`config.mk`:
```
export PLATFORM = sky130hd
export DESIGN_NAME = bg_trim_avg
export DESIGN_NICKNAME = d
export VERILOG_FILES = /design/src/rtl/bg_trim_avg.sv
export SDC_FILE = /design/constraint.sdc
export NUM_CORES = 1
export LEC_CHECK = 0
export ABC_CLOCK_PERIOD_IN_PS = 3600
export BUFFER_PORTS_ARGS = -buffer_cell sky130_fd_sc_hd__buf_2
export CORE_UTILIZATION = 55
export CTS_BUF_LIST = sky130_fd_sc_hd__clkbuf_2
export DETAILED_ROUTE_END_ITERATION = 12
export GPL_ROUTABILITY_DRIVEN = 1
export GPL_TIMING_DRIVEN = 0
export PLACE_DENSITY = 0.83
export SYNTH_ARGS = -nofsm -noshare
export SYNTH_HDL_FRONTEND = slang
export SYNTH_SLANG_ARGS = --single-unit
export TNS_END_PERCENT = 20
```
`constraint.sdc`:
```
create_clock -name clk -period 3.6 [get_ports clk]
set_input_delay 0.72 -clock clk [delete_from_list [all_inputs] [get_ports clk]]
set_output_delay 0.72 -clock clk [all_outputs]
set_load 0.02 [all_outputs]
```
`src/rtl/bg_trim_avg.sv`:
```
// bg_trim_avg: captures one {coarse,fine} trim word per rising edge of the
// SAR controller's result-valid level. It averages 2^AVG_LOG2 consecutive
// words and offers the averaged word on a valid/ready output.
// Optional feature macro: BG_TRIM_LOCK_EN. When it is defined, the block
// tracks how stable consecutive averages are and drives 'locked'. When it is
// undefined, 'locked' is tied to 0.
//
// Output handshake: trim_code is offered while trim_valid=1. It transfers on
// any clock edge where trim_valid and trim_ready are both 1. While trim_valid=1
// and trim_ready=0, trim_code and trim_valid hold steady.
module bg_trim_avg #(
   parameter int AVG_LOG2   = 2,
   parameter int LOCK_TOL   = 2,
   parameter int LOCK_COUNT = 3
) (
   input  logic        clk,
   input  logic        reset,
   input  logic        pwrup,
   input  logic        valid_in,
   input  logic [7:0]  coarse_in,
   input  logic [7:0]  fine_in,
   input  logic        trim_ready,
   output logic [15:0] trim_code,
   output logic        trim_valid,
   output logic        locked,
   output logic        overrun,
   output logic [3:0]  sample_cnt,
   output logic [1:0]  dbg_state_o
);

   localparam int         ACC_W     = 16 + AVG_LOG2;
   localparam logic [4:0] N_SAMPLES = 5'(1 << AVG_LOG2);

   typedef enum logic [1:0] {
      ST_IDLE    = 2'd0,
      ST_COLLECT = 2'd1,
      ST_PRESENT = 2'd2
   } state_t;

   state_t             state_q, state_d;
   logic               valid_d_q;
   logic [ACC_W-1:0]   acc_q, acc_d;
   logic [3:0]         cnt_q, cnt_d;
   logic [15:0]        code_q, code_d;
   logic               tvalid_q, tvalid_d;
   logic               overrun_q, overrun_d;

   logic [15:0]        sample;
   logic               capture;
   logic [ACC_W-1:0]   acc_sum;
   logic [4:0]         cnt_inc;
   logic [15:0]        avg;
   logic               new_avg;

   assign sample  = {coarse_in, fine_in};
   // A capture happens only on the rising edge of valid_in, so each pulse is
   // captured once no matter how long it stays high.
   assign capture = valid_in & ~valid_d_q;
   assign acc_sum = acc_q + ACC_W'(sample);
   assign cnt_inc = {1'b0, cnt_q} + 5'd1;
   assign avg     = 16'(acc_sum >> AVG_LOG2);

   // State register and the datapath registers of the averager
   always_ff @(posedge clk) begin
      if (reset) begin
         state_q   <= ST_IDLE;
         valid_d_q <= 1'b0;
         acc_q     <= '0;
         cnt_q     <= '0;
         code_q    <= '0;
         tvalid_q  <= 1'b0;
         overrun_q <= 1'b0;
      end else begin
         state_q   <= state_d;
         valid_d_q <= valid_in;
         acc_q     <= acc_d;
         cnt_q     <= cnt_d;
         code_q    <= code_d;
         tvalid_q  <= tvalid_d;
         overrun_q <= overrun_d;
      end
   end

   // Next-state logic. Power-down flushes the window but keeps the last
   // trim_code and the sticky overrun flag.
   always_comb begin
      state_d   = state_q;
      acc_d     = acc_q;
      cnt_d     = cnt_q;
      code_d    = code_q;
      tvalid_d  = tvalid_q;
      overrun_d = overrun_q;
      new_avg   = 1'b0;
      if (!pwrup) begin
         state_d  = ST_IDLE;
         acc_d    = '0;
         cnt_d    = '0;
         tvalid_d = 1'b0;
      end else begin
         case (state_q)
            ST_IDLE: begin
               acc_d   = '0;
               cnt_d   = '0;
               state_d = ST_COLLECT;
            end
            ST_COLLECT: begin
               if (capture) begin
                  if (cnt_inc == N_SAMPLES) begin
                     code_d   = avg;
                     tvalid_d = 1'b1;
                     acc_d    = '0;
                     cnt_d    = '0;
                     state_d  = ST_PRESENT;
                     new_avg  = 1'b1;
                  end else begin
                     acc_d = acc_sum;
                     cnt_d = cnt_inc[3:0];
                  end
               end
            end
            ST_PRESENT: begin
               // No capture is possible while an average waits. This also
               // applies in the cycle where the average is accepted.
               if (capture) begin
                  overrun_d = 1'b1;
               end
               if (trim_ready) begin
                  tvalid_d = 1'b0;
                  state_d  = ST_COLLECT;
               end
            end
            default: state_d = ST_IDLE;
         endcase
      end
   end

`ifdef BG_TRIM_LOCK_EN
   localparam logic [15:0] TOL_W = 16'(LOCK_TOL);
   localparam logic [3:0]  LC_W  = 4'(LOCK_COUNT);

   logic [15:0] prev_q, prev_d;
   logic        have_prev_q, have_prev_d;
   logic [3:0]  streak_q, streak_d;
   logic        locked_q, locked_d;
   logic [15:0] diff;

   assign diff = (avg >= prev_q) ? (avg - prev_q) : (prev_q - avg);

   // Lock tracking registers
   always_ff @(posedge clk) begin
      if (reset) begin
         prev_q      <= '0;
         have_prev_q <= 1'b0;
         streak_q    <= '0;
         locked_q    <= 1'b0;
      end else begin
         prev_q      <= prev_d;
         have_prev_q <= have_prev_d;
         streak_q    <= streak_d;
         locked_q    <= locked_d;
      end
   end

   // The streak counts consecutive close averages and saturates at LOCK_COUNT.
   // The first average after a flush has no predecessor.
   always_comb begin
      prev_d      = prev_q;
      have_prev_d = have_prev_q;
      streak_d    = streak_q;
      locked_d    = locked_q;
      if (!pwrup) begin
         have_prev_d = 1'b0;
         streak_d    = '0;
         locked_d    = 1'b0;
      end else if (new_avg) begin
         if (have_prev_q && (diff <= TOL_W)) begin
            streak_d = (streak_q >= LC_W) ? LC_W : streak_q + 4'd1;
         end else begin
            streak_d = '0;
         end
         prev_d      = avg;
         have_prev_d = 1'b1;
         locked_d    = (streak_d == LC_W);
      end
   end

   assign locked = locked_q;
`else
   logic unused_new_avg;
   assign unused_new_avg = new_avg;
   assign locked         = 1'b0;
`endif

   assign trim_code   = code_q;
   assign trim_valid  = tvalid_q;
   assign overrun     = overrun_q;
   assign sample_cnt  = cnt_q;
   assign dbg_state_o = state_q;

endmodule

```
== Yosys cells after proc, flatten, opt, wreduce, memory -nomap -nowiden ==
Cells that the tools add are included.
Cells by class
  muxes and demuxes: 14
  bitwise logic cells: 3
  reductions and logical operators: 9
  add/sub/neg operators: 2
  equal/unequal tests: 6
Operators with widths (number)
  2-to-1 mux 18 bit: 2
  one-hot mux 18 bit (2 select lines): 1
  adder 18 x 16 -> 18 bit: 1
  2-to-1 mux 4 bit: 2
  one-hot mux 4 bit (2 select lines): 1
  AND reduction 4 bit: 2
  2-to-1 mux 2 bit: 3
  inequality test 2 bit, second input constant: 3
  one-hot mux 2 bit (3 select lines): 1
  AND reduction 3 bit: 2
  adder 4 x 1 -> 5 bit, second input constant: 1
  == test 5 x 3 -> 1 bit, second input constant: 1
  nonzero test 2 bit: 2
  2-to-1 mux 1 bit: 3
  == test 2 x 1 -> 1 bit, second input constant: 1
  == test 2 bit, second input constant: 1
  zero test 2 bit: 1
  NOT 1 bit: 2
  one-hot mux 1 bit (2 select lines): 1
  AND reduction 2 bit: 1
  OR reduction 2 bit: 1
  AND 1 bit: 1
Word-level totals
  register bits after elaboration: 43

== Logic depth before layout (Yosys ltp) ==
  depth in word-level cells: 5
  depth in mapped cells: 9
  gate-level depth less buffers: 9

== Worst setup path before layout ==
OpenSTA, ideal clock, no wires.
  kind: input-to-reg
  start: in fine_in[0]
  end: reg acc_q[14]
  arrival time: 2648 ps
  cell stages on the path: 8
  path buffers: 0
  setup time: 117 ps
  slack: 836 ps
  data required time: 3483 ps
  cells stage by stage: ha_1 fa_1 a211oi_1 nor3b_2 o21a_2 a221o_1 xor2_1 a22o_1
On the way
  cells in the longest elaborated chain, start to end: 4
RTL lines
  start, declared: RTL line 21  | input logic [7:0] fine_in,
  adder 18 x 16 -> 18 bit: RTL line 59  | assign acc_sum = acc_q + ACC_W'(sample);
  2-to-1 mux 18 bit: RTL line 108  | if (cnt_inc == N_SAMPLES) begin
  2-to-1 mux 18 bit: RTL line 107  | if (capture) begin
  one-hot mux 18 bit (2 select lines): RTL line 100  | case (state_q)
  end signal, assigned: RTL line 68  | acc_q <= '0;
  end signal, assigned: RTL line 76  | acc_q <= acc_d;
  end, declared: RTL line 42  | logic [ACC_W-1:0] acc_q, acc_d;
No other way between the ends. The select of a mux whose other input is x is not followed.
A chain may end at the register's enable or synchronous reset.

== Final worst setup path ==
  start: in fine_in[0]
  end: reg acc_q[16]
Same word-level chain as after synthesis.

==> flow_summary.yaml <==
pwr:
  irDropWorstVdd_uv: 147
  power_mw: 0.845
  cellPowerDensity_nw_per_um2: 310
  clock_power_share_pct: 32.3
  leakage_nw: 1.21
  intPower_mw: 0.629
  p_seq_share_pct: 57.1
  p_comb_share_pct: 10.6
  switchingPower_mw: 0.216
  power_switching_share_pct: 25.6
clocking:
  root_buffer: "clkbuf_2"
  clock_latency_ns: 0.41
  clockBufferDepth: 2
  cts_setup_buffers: 0
  clock_sinks: 43
  cts_resized: 0
  path_clk_slew_ns: 0.20
  tritoncts: "yes"
  numCtsBuffers: 5
  h-tree-depth: 2
  cts.hold.buffers_added: 0
synthesis:
  synth_area_leader_cell: "dfxtp_1"
  yosys_warnings: 0
  syn-mean-instance-area_um2: 8.67
  syn-num-nets: 313
  synth_top_area_share_pct: 36.2
  synth-async-reset-ratio_pct: 0
  synth_edf_count: 0
  syn_inst: 274
  ys_ff_latch: 43
  seq_area_frac_synth_pct: 36.2
  syn-cell-area_um2: 2380
  synth_ff_type: "dfxtp_1"
  ys_types: 55
  synth.top_cells.by_area: "dfxtp_1 (36%), ha_1 (9.0%), a21oi_1 (5.7%), nand2_1 (5.5%), nor2_1 (3.8%)"
sta:
  setup_viol: 0
  fin_worst_skew_ns: 0.0160
  tightest_slew_ns: 0.611
  rsz0062_at_grt: "no"
  post-route-period-util_pct: 73.8
  fin_setup_tns_ns: 0
  finalMaxSlewViolations: 0
  fin_crit_ns: 2.66
  slew_headroom_pct: 59.1
  max_freq_mhz: 376
  finalHoldViolCount: 0
global_route:
  grt_overflow_total: 0
  first_global_vias: 2069
  grt_pass1_wl_mm: 9.25
  groute.usage.overall_pct: 27.3
  grt_max_degree: 14
  antenna_found_initial: 0
die:
  die_y_um: 67.7
  num_rows: 23
  io_pins: 46
  core_area_um2: 4090
  die-area_um2: 4590
  initial_core_util_pct: 58.1
  die_w_um: 67.7
setup_path:
  crit_required_ns: 3.95
  rr_endpoint: "acc_q[16]$_SDFFE_PP0P_"
  r2r-start: "acc_q[0]$_SDFFE_PP0P_"
  reg2reg_depth: 9
  reg2reg_slack_ns: 1.01
  start_kind: "input port"
  cp_max_fo: 4
  critPathArrivalTime_ns: 3.00
  crit_type: "in -> reg"
  cp-end-kind: "flop"
route:
  drtIter0Drc: 167
  vias: 2223
  first_pass_iters: 4
  wl_met3_um: 258
  m1WireLength_mm: 2.70
  drc_errors: 0
  ant_nets: 0
  drt-vias-per-instance: 5.91
  dr_wl_met2_mm: 2.59
  highest_layer: "met4"
  post_drt_wl_per_cell_um: 14.9
  wl_mm: 5.61
hold_path:
  min_path_cells: 2
  min_to: "trim_code[12]$_SDFFE_PP0P_"
  hold_path_class: "reg -> reg"
  min_from: "trim_code[12]$_SDFFE_PP0P_"
placement:
  gp_congestion: 0.846
  io_buffer_count: 44
  dp_hpwl_mm: 4.14
status:
  status: "finished, final reports clean"
flow_run:
  maxCapViolCount: 0
finish:
  drive_above_1_share_pct: 20.2
  nets: 364
  n_antenna_cell: 0
  final.fill_count: 367
  syn_to_final_growth_pct: 14.6
## cell families after synthesis
group           count (synthesis)  share of synthesized area (%)
other cells                     1                          0.158
flops                          43                           36.2
xor+xnor                       14                           5.16
simple gates                   97                           20.1
fa+ha+maj                      18                           9.79
compound gates                 82                           24.4
buf+inv                        17                           3.27
mux                             2                          0.843
## layout make-up
| cell class | count | area, µm² | share of cell area, % |
|---|---|---|---|
| sequential | 43 | 861 | 31.6 |
| clock inverter | 3 | 38.8 | 1.42 |
| multi-input combinational | 214 | 1440 | 52.8 |
| clock buffer | 5 | 25.0 | 0.919 |
| buffer | 12 | 58.8 | 2.16 |
| inverter | 5 | 18.8 | 0.689 |
| timing repair buffer | 44 | 220 | 8.09 |
| tap | 50 | 62.6 | 2.30 |
## sequential cells by signal (all words and copies together) (netlist names)
name         flops
acc_q           18
dbg_state_o      2
overrun          1
sample_cnt       4
trim_code       16
trim_valid       1
valid_d_q        1
## metrics by stage
| stage | cells | setup slack (ns) | area [µm²] | util (%) | hold slack, ns |
|---|---|---|---|---|---|
| detailed placement | 368 | 0.562 | 2660 | 65.1 | 0.452 |
| finish | 376 | 0.944 | 2720 | 66.6 | 0.475 |
| global placement | 368 | 0.565 | 2660 | 65.1 | 0.441 |
| floorplan | 274 | 0.836 | 2380 | - | 0.424 |
| CTS | 376 | 1.00 | 2720 | 66.6 | 0.477 |
| global route | 376 | 0.902 | 2720 | 66.6 | 0.462 |
## synthesized netlist by cell type, types with 2 or more instances
cell type,instances
or4_1,2
nor2_1,24
a21oi_1,27
nand2_1,35
o21ai_1,5
a211oi_2,2
nand4_1,2
a22o_1,7
nor3_1,4
a211oi_1,4
a22oi_1,8
nor2b_1,4
o41ai_1,2
a21o_1,6
xor2_1,5
o31ai_1,2
nor3b_2,3
nand2b_1,2
a31oi_1,4
xnor2_1,9
dfxtp_1,43
or3_1,3
inv_1,5
buf_2,2
mux2i_1,2
nand3_1,9
nor4b_1,2
ha_1,17
nand4b_1,2
clkbuf_1,7
## worst max-delay path: stages
cell and delay (ns):
buf_2 0.10, ha_1 0.23, fa_1 0.43, a211oi_1 0.38, nor3b_2 0.10, o21a_2 0.24
a221o_1 0.37, nand3_1 0.16, a31oi_1 0.10, mux2i_1 0.17
## power groups by stage
stage / registers, mW / clock network [mW] / logic, mW
3_5_place_dp: 0.492 / 0 / 0.0877
3_3_place_gp: 0.492 / 0 / 0.0855
6_report: 0.483 / 0.273 / 0.0892
5_1_grt: 0.484 / 0.296 / 0.0991
4_1_cts: 0.483 / 0.280 / 0.0880
2_1_floorplan: 0.493 / 0 / 0.0585
## layout by cell type (no fill, tap or decap), types with 2 or more instances in the layout
cell type / n
nor2_1: 24
or3_1: 3
a22oi_1: 8
nor2b_1: 4
o31ai_1: 2
clkbuf_1: 7
nand4b_1: 2
nor3_1: 4
nand2_1: 35
nand4_1: 2
ha_1: 17
nand2b_1: 2
mux2i_1: 2
dfxtp_1: 43
xor2_1: 5
nor4b_1: 2
or4_1: 2
o21ai_1: 5
nor3b_2: 3
a31oi_1: 4
xnor2_1: 9
a22o_1: 7
a21oi_1: 27
o41ai_1: 2
a21o_1: 6
nand3_1: 9
a211oi_1: 4
clkbuf_2: 5
buf_2: 46
a211oi_2: 2
inv_1: 5
## how the worst max path moves through the flow
stage	cells past startpoint	slack, ns	end	start
6_report	10	0.94	acc_q[16]$_SDFFE_PP0P_	fine_in[0]
5_1_grt	9	0.90	acc_q[16]$_SDFFE_PP0P_	acc_q[0]$_SDFFE_PP0P_
4_1_cts	10	1.00	acc_q[16]$_SDFFE_PP0P_	fine_in[0]
3_5_place_dp	10	0.56	acc_q[16]$_SDFFE_PP0P_	fine_in[0]
3_3_place_gp	10	0.57	acc_q[16]$_SDFFE_PP0P_	fine_in[0]
2_1_floorplan	8	0.84	acc_q[14]$_SDFFE_PP0P_	fine_in[0]
## metal layers
metal	global-route usage, %	up-vias
met3	4.05	7
met5	0	-
met2	43.8	57
met1	36.3	1051
li1	-	1108
met4	10.9	0
(Power assumes the default switching activity.)
